## config.mk

```make
export PLATFORM = sky130hd
export DESIGN_NAME = pc_sequencer
export DESIGN_NICKNAME = d
export VERILOG_FILES = /design/src/rtl/pc_pkg.sv /design/src/rtl/pc_redirect_sel.sv /design/src/rtl/pc_sequencer.sv
export SDC_FILE = /design/constraint.sdc
export NUM_CORES = 1
export LEC_CHECK = 0
export CAP_MARGIN = 20
export CORE_MARGIN = 3
export CORE_UTILIZATION = 41
export CTS_BUF_LIST = sky130_fd_sc_hd__clkbuf_8
export CTS_CLUSTER_SIZE = 10
export DETAILED_ROUTE_END_ITERATION = 16
export PLACE_DENSITY = 0.82
export SETUP_SLACK_MARGIN = 0.2
export SLEW_MARGIN = 20
export SYNTH_ARGS = -nofsm -noshare
export SYNTH_HDL_FRONTEND = slang
export SYNTH_SLANG_ARGS = --single-unit
```

## constraint.sdc

```tcl
create_clock -name clk -period 1.8 [get_ports clk]
set_input_delay 0.18 -clock clk [delete_from_list [all_inputs] [get_ports clk]]
set_output_delay 0.18 -clock clk [all_outputs]
set_load 0.05 [all_outputs]
```

## src/rtl/pc_pkg.sv

```systemverilog
// rtl/pc_pkg.sv - shared fetch-sequencer types and defaults
package pc_pkg;

    localparam int          XLEN         = 32;
    localparam logic [31:0] RESET_VECTOR = 32'h0000_0000;
    localparam int          PC_INC       = 4;

    typedef enum logic [1:0] {
        IDLE = 2'd0,
        REQ  = 2'd1,
        WAIT = 2'd2
    } fetch_state_t;

endpackage

```

## src/rtl/pc_redirect_sel.sv

```systemverilog
// rtl/pc_redirect_sel.sv - trap > jmp > br redirect priority mux (PC_ALIGN_CHECK_EN adds misalign flag)
module pc_redirect_sel #(
    parameter int XLEN = 32
) (
    input  logic            br_taken,
    input  logic [XLEN-1:0] br_target,
    input  logic            jmp_valid,
    input  logic [XLEN-1:0] jmp_target,
    input  logic            trap_valid,
    input  logic [XLEN-1:0] trap_vector,
    output logic            redir,
    output logic [XLEN-1:0] redir_tgt,
    output logic            misalign
);

    logic            any_redir;
    logic [XLEN-1:0] sel_tgt;

    // Pick the single highest-priority redirect source for this cycle.
    always_comb begin
        any_redir = trap_valid | jmp_valid | br_taken;
        if (trap_valid) begin
            sel_tgt = trap_vector;
        end else if (jmp_valid) begin
            sel_tgt = jmp_target;
        end else begin
            sel_tgt = br_target;
        end
    end

`ifdef PC_ALIGN_CHECK_EN
    // A misaligned target is dropped; only the fault flag escapes.
    assign redir     = any_redir && (sel_tgt[1:0] == 2'b00);
    assign misalign  = any_redir && (sel_tgt[1:0] != 2'b00);
    assign redir_tgt = sel_tgt;
`else
    // Without the check, low bits are simply cleared so the PC stays word aligned.
    assign redir     = any_redir;
    assign misalign  = 1'b0;
    assign redir_tgt = sel_tgt & {{(XLEN-2){1'b1}}, 2'b00};
`endif

endmodule

```

## src/rtl/pc_sequencer.sv

```systemverilog
// rtl/pc_sequencer.sv - kill-aware fetch PC sequencer, one fetch outstanding (option: PC_ALIGN_CHECK_EN)
module pc_sequencer #(
    parameter int                     XLEN         = pc_pkg::XLEN,
    parameter logic [pc_pkg::XLEN-1:0] RESET_VECTOR = pc_pkg::RESET_VECTOR,
    parameter int                     PC_INC       = pc_pkg::PC_INC
) (
    input  logic            clk,
    input  logic            rst,
    input  logic            stall,
    input  logic            br_taken,
    input  logic [XLEN-1:0] br_target,
    input  logic            jmp_valid,
    input  logic [XLEN-1:0] jmp_target,
    input  logic            trap_valid,
    input  logic [XLEN-1:0] trap_vector,
    output logic            if_req,
    output logic [XLEN-1:0] if_addr,
    input  logic            if_gnt,
    input  logic            if_rvalid,
    input  logic [31:0]     if_rdata,
    output logic            inst_valid,
    output logic [XLEN-1:0] inst_pc,
    output logic [31:0]     inst_word,
    output logic            misalign_fault
);

    import pc_pkg::*;

    fetch_state_t    state;
    logic [XLEN-1:0] pc;
    logic            pend_valid;
    logic [XLEN-1:0] pend_tgt;

    logic            redir;
    logic [XLEN-1:0] redir_tgt;
    logic            sel_misalign;
    logic [XLEN-1:0] next_tgt;

    pc_redirect_sel #(.XLEN(XLEN)) u_redirect_sel (
        .br_taken    (br_taken),
        .br_target   (br_target),
        .jmp_valid   (jmp_valid),
        .jmp_target  (jmp_target),
        .trap_valid  (trap_valid),
        .trap_vector (trap_vector),
        .redir       (redir),
        .redir_tgt   (redir_tgt),
        .misalign    (sel_misalign)
    );

    // A redirect arriving this cycle is newer than anything already pending.
    assign next_tgt = redir ? redir_tgt : pend_tgt;

    // The address is only presented in REQ; stall merely holds the request back.
    assign if_req  = (state == REQ) && !stall;
    assign if_addr = pc;

    // Fetch FSM: owns the PC, records redirects and kills stale responses.
    always_ff @(posedge clk) begin
        if (rst) begin
            state          <= IDLE;
            pc             <= RESET_VECTOR;
            pend_valid     <= 1'b0;
            pend_tgt       <= RESET_VECTOR;
            inst_valid     <= 1'b0;
            inst_pc        <= RESET_VECTOR;
            inst_word      <= 32'h0;
            misalign_fault <= 1'b0;
        end else begin
            inst_valid     <= 1'b0;
            misalign_fault <= sel_misalign;
            if (redir) begin
                pend_valid <= 1'b1;
                pend_tgt   <= redir_tgt;
            end
            case (state)
                IDLE: begin
                    state <= REQ;
                end
                REQ: begin
                    if (if_req && if_gnt) begin
                        state <= WAIT;
                    end else if (redir || pend_valid) begin
                        pc         <= next_tgt;
                        pend_valid <= 1'b0;
                    end
                end
                WAIT: begin
                    if (if_rvalid) begin
                        if (redir || pend_valid) begin
                            pc         <= next_tgt;
                            pend_valid <= 1'b0;
                        end else begin
                            inst_valid <= 1'b1;
                            inst_pc    <= pc;
                            inst_word  <= if_rdata;
                            pc         <= pc + XLEN'(PC_INC);
                        end
                        state <= REQ;
                    end
                end
                default: begin
                    state <= IDLE;
                end
            endcase
        end
    end

endmodule

```

# Word level (Yosys, flattened, before mapping)
# Cells that the tools add are included.
# Widths: inputs -> output; s select.
[totals]
ff_bits = 132
output_inout_bits = 99
in_bits = 136
word_cells = 46
[classes]
reduce_logical = 10
muxes = 17
bitwise = 5
add_sub_neg = 1
n_eq_ne = 6
[ops]
columns = ["op", "n"]
rows = [
  ["$mux 32", 7],
  ["$pmux 32 s2", 1],
  ["$add 32x3->32 const B", 1],
  ["$pmux 2 s3", 1],
  ["$mux 1", 5],
  ["$mux 2", 2],
  ["$ne 2x1->1 const B", 2],
  ["$ne 2x2->1 const B", 2],
  ["$reduce_and 4->1", 1],
  ["$not 1->1", 3],
  ["$reduce_and 3->1", 1],
  ["$reduce_or 3->1", 1],
  ["$eq 2x1->1 const B", 1],
  ["$eq 2x2->1 const B", 1],
  ["$logic_and 1x1->1", 2],
  ["$logic_not 2->1", 1],
  ["$or 1x1->1", 2],
  ["$pmux 1 s2", 1],
  ["$reduce_and 2->1", 1],
  ["$reduce_bool 2->1", 1],
  ["$logic_not 1->1", 1],
  ["$logic_or 1x1->1", 1],
]

# Logic depth before layout (Yosys ltp)
[logic_depth]
depth_word = 6
depth_mapped = 9
mapped_depth_nobuf = 7

# By module
# A second synthesis with hierarchy kept.
[hier_totals]
cells_unflattened = 816
hier_area_um2 = 6451.2
[by_module_without_submodules]
columns = ["module", "cells_per_inst", "seq_area_each_um2", "instances", "area_per_inst_um2"]
rows = [
  ["pc_sequencer", 710, 2662.6, 1, 5739.3],
  ["pc_redirect_sel", 106, 0.0, 1, 711.9],
]

# Least setup slack after synthesis
# Ideal clock, no wire load.
[synth_timing]
path_kind = "register to register"
startpoint = "reg pc[2] (netlist: if_addr[2])"
endpoint = "reg pc[24] (netlist: if_addr[24])"
n_path_buf = 0
stages_incl_launch_ff = 7
setup_slack_ps = -431
synth_period_minus_slack_ps = 2231
required_ps = 1719
arrival_ps = 2151
setup_time_ps = 81
path_cell_list = "dfxtp_1 -> ha_1 -> nand4_1 -> nor3_2 -> nand3_1 -> or3_1 -> a41oi_1"
[synth_between]
elab_chain_len = 4
[synth_lines]
columns = ["item", "line", "source"]
rows = [
  ["from (decl)", "pc_sequencer.sv:30", "logic [XLEN-1:0] pc;"],
  ["from (signal assigned)", "pc_sequencer.sv:84", "pc <= next_tgt;"],
  ["from (signal assigned)", "pc_sequencer.sv:91", "pc <= next_tgt;"],
  ["from (signal assigned)", "pc_sequencer.sv:97", "pc <= pc + XLEN'(PC_INC);"],
  ["$add 32x3->32", "pc_sequencer.sv:97", ""],
  ["$mux 32", "pc_sequencer.sv:90", "if (redir || pend_valid) begin"],
  ["$mux 32", "pc_sequencer.sv:89", "if (if_rvalid) begin"],
  ["$pmux 32 s2", "pc_sequencer.sv:76", "case (state)"],
]
# Every way passes these cells. The select of a mux whose other input is x is not followed.
# A chain may end at the register's enable or synchronous reset.

# Final worst setup path
[layout_timing]
startpoint = "reg state[1]"
endpoint = "reg pc[7] (netlist: if_addr[7])"
[layout_between]
elab_chain_len = 5
elab_cells_between_ends = 10
classes_between = "eq/ne (5); mux (1); reduce/logical (4)"
[layout_lines]
columns = ["item", "line", "source"]
rows = [
  ["from (decl)", "pc_sequencer.sv:29", "fetch_state_t state;"],
  ["from (signal assigned)", "pc_sequencer.sv:61", "state <= IDLE;"],
  ["from (signal assigned)", "pc_sequencer.sv:78", "state <= REQ;"],
  ["from (signal assigned)", "pc_sequencer.sv:82", "state <= WAIT;"],
  ["$eq 2x1->1", "pc_sequencer.sv:55, pc_sequencer.sv:76", ""],
  ["$logic_and 1x1->1", "pc_sequencer.sv:55", "assign if_req = (state == REQ) && !stall;"],
  ["$logic_and 1x1->1", "pc_sequencer.sv:81", "if (if_req && if_gnt) begin"],
  ["$ne 2x2->1 (no source line)", "--", ""],
  ["$reduce_and 4->1 (no source line)", "--", ""],
]
# Parallel ways exist; a longest one is shown, timed or not.

==> flow_summary.yaml <==
finish:
  drive_gt1_share_pct: 43.55
  fin_cells: 1339
  layout.nets: 1283
  syn2layout_area_growth_pct: 94.44
  multi_input_area_um2: 4623
  fin_util_pct: 82.43
  fill_cells: 791
  diodes: 0
  regArea_um2: 2719
grt:
  overflow: 0
  grt_pass1_wl_um: 39740
  first_global_vias: 7326
  grt_usage_pct: 30.58
  grt_start_max_net_pins: 45
  antenna_found_initial: 0
outcome:
  outcome: "finished with violations"
  violations: "negative setup slack"
floorplan:
  initial_core_util_pct: 42.39
  die_h_um: 129.5
  dieArea_um2: 16770
  core_um2: 14750
  pin_count: 235
  rows: 44
  die_w_um: 129.5
logic_synthesis:
  syn_area_um2: 6255
  syn_nets: 928
  synthCells: 787
  ys_warn_count: 0
  synth.area.top_cells: "dfxtp_1, nand2_1, a21oi_1"
  synth_top_area_share_pct: 42.25
  ys_seq_area_share_pct: 42.25
  synth_ff_type: "dfxtp_1"
  synth_edf_count: 0
  async_reset_ff_share_pct: 0
  avgSynthCellArea_um2: 7.948
  ys_seq_elements: 132
  synth_top_area_cell: "dfxtp_1"
  ys_types: 67
power_and_ir_drop:
  finalPower_w: 0.01228
  ir_worst_vdd_mv: 0.5840
  leakagePower_nw: 4.955
  power.density_nw_per_um2: 1010
route:
  drt-initial-drc-count: 952
  first_pass_iters: 6
  vias_per_cell: 6.060
  post-route-drc-count: 0
  ant_nets: 0
  post_drt_wl_per_cell_um: 23.20
  num_vias: 8114
  wl_um: 31070
setup_path:
  arrival_ns: 2.49
  cp.required_ns: 2.12
  crit_fanout: 3
  start_kind: "flop"
  crit_type: "flop to flop"
  worstSetupEndpointType: "flop"
timing:
  max_slew.worst_pin.slew_ns: 0.5636
  slew_headroom_pct: 62.43
  drv_slew: 0
  min_period_ns: 2.177
  period_share_pct: 121.0
  rsz0062_at_grt: "yes"
  finClkSkew_ns: 0.02466
  setup_viol: 97
  finalWorstSetupSlack_ns: -0.3771
  hold_ws_ns: 0.1989
  max_clock_freq_mhz: 459.3
  finalHoldViolCount: 0
min_path:
  hp-class: "input port to flop"
clock_network:
  path_clk_slew_ns: 0.09
  cts_buffers: 17
  cts_root_buffer: "clkbuf_8"
  clock_sinks: 132
  clk_path_buf_depth: 2
  htree_levels: 4
  insertion_delay_ns: 0.47
  cts_tree: "built"
place:
  io_buffers: 227
  gp_congestion: 0.8723
  dpl_worst_slack_ns: -0.5693
  placedCellCount: 1223
  hpwl_um: 15650
flow_run:
  maxCapViolations: 0
## power breakdown
group	switching (W)	total, W	internal (W)	leakage (nW)
logic	0.00319	0.00596	0.00278	3.65
clock network	0.00124	0.00256	0.00132	0.208
registers	0.000450	0.00376	0.00331	1.09
## area by class of cell
cell class              instances  share of cell area [%]
clock buffers                  20                   2.263
clock inverters                12                  0.9259
inverters                       7                  0.2881
multi-input cells             589                   38.01
flip-flops and latches        132                   22.36
well taps                     184                   1.893
repair buffers                395                   34.26
## critical path: stages, from the launching register on
cell	delay, ns
dfxtp_2	0.37
inv_2	0.07
ha_4	0.16
and3b_2	0.22
buf_6	0.13
buf_12	0.12
a211oi_4	0.31
buf_6	0.16
o21ai_1	0.07
a222oi_1	0.32
nor2_1	0.10
## registers in the layout, indices dropped and copies added (netlist names)
| name | cells |
|---|---|
| if_addr | 32 |
| inst_pc | 32 |
| inst_valid | 1 |
| inst_word | 32 |
| pend_tgt | 32 |
| pend_valid | 1 |
| state | 2 |
## placed cells by master, fill, tap and decap left out, types with 8 or more instances in the layout
cell type and instances:
a21oi_1 32, a21oi_2 67, a22oi_1 11, a31oi_1 13, buf_12 22, buf_16 15
buf_4 112, buf_6 39, clkbuf_8 20, clkdlybuf4s15_2 10, clkdlybuf4s50_1 125, dfxtp_1 103
dfxtp_2 13, dfxtp_4 16, dlygate4sd2_1 59, mux2_2 8, mux2i_1 13, nand2_1 94
nand2_4 77, nand2b_1 9, nand3_1 16, nand4_1 14, nor2_1 37, nor2b_1 14
o211ai_1 8, o21ai_0 31, o21ai_2 10
## Yosys cell counts, types with 3 or more instances
| library cell | instances |
|---|---|
| a31oi_1 | 14 |
| a31o_2 | 3 |
| ha_1 | 5 |
| nand4_1 | 14 |
| o211ai_1 | 8 |
| nand3_1 | 17 |
| nor3_1 | 5 |
| a221oi_1 | 4 |
| nand2b_1 | 10 |
| mux2_2 | 8 |
| nor3b_1 | 8 |
| or3_1 | 7 |
| a22oi_1 | 14 |
| dfxtp_1 | 132 |
| a2bb2oi_1 | 5 |
| mux2i_1 | 16 |
| nor2b_1 | 15 |
| nor3_2 | 3 |
| a21oi_1 | 102 |
| nand2_1 | 179 |
| and3_1 | 8 |
| o21ai_0 | 46 |
| inv_1 | 7 |
| a221o_1 | 3 |
| nor2_1 | 39 |
| clkbuf_1 | 39 |
| or4_1 | 3 |
| a211oi_1 | 6 |
| and2_1 | 3 |
| nand3_2 | 3 |
| buf_2 | 14 |
## kinds of logic (layout without fill, tap and decap cells)
family	count (synthesis)	in the layout	synth area share, %
multiplexers	24	24	4.001
buffers and inverters	68	434	4.941
other	1	1	0.05995
AND/OR/NAND/NOR	333	334	26.29
AO/OA/AOI/OAI	224	225	21.46
flip-flops	132	132	42.25
adder cells (fa/ha/maj)	5	5	1.000
## per-layer routing
| layer | share of wire (%) | up-vias | wire [um] | GRT usage (%) |
|---|---|---|---|---|
| met4 | 6.0 | 0 | 1868 | 13.57 |
| met2 | 49 | 647 | 15100 | 51.49 |
| met5 | 0 | - | 0 | 0 |
| li1 | - | 3514 | - | - |
| met3 | 9.7 | 177 | 3007 | 9.110 |
| met1 | 36 | 3776 | 11090 | 36.15 |
## repair_timing
action                                 CTS  global route
gates resized for setup                246           227
hold buffers                             0             0
gates cloned                            17             1
setup buffers                           42            24
setup endpoints to repair              173           114
pin swaps                               34           136
endpoints found under the hold margin    0             0
## path summary, 6_finish.rpt
kind	to	cells after the start	slack [ns]	from
max	if_addr[7]	10	-0.38	state[1]
min	pend_tgt[13]	2	0.20	rst
max reg2reg	if_addr[7]	10	-0.38	state[1]
min reg2reg	inst_word[31]	2	0.46	inst_word[31]
## per-stage QoR
step	cell area, um^2	setup TNS [ns]
after floorplan	6574	-0.4164
after global placement	9359	-38.61
after detailed placement	9359	-43.63
after CTS	11050	-5.761
after global routing	12160	-19.33
final	12160	-17.60
(Power assumes the default switching activity.)
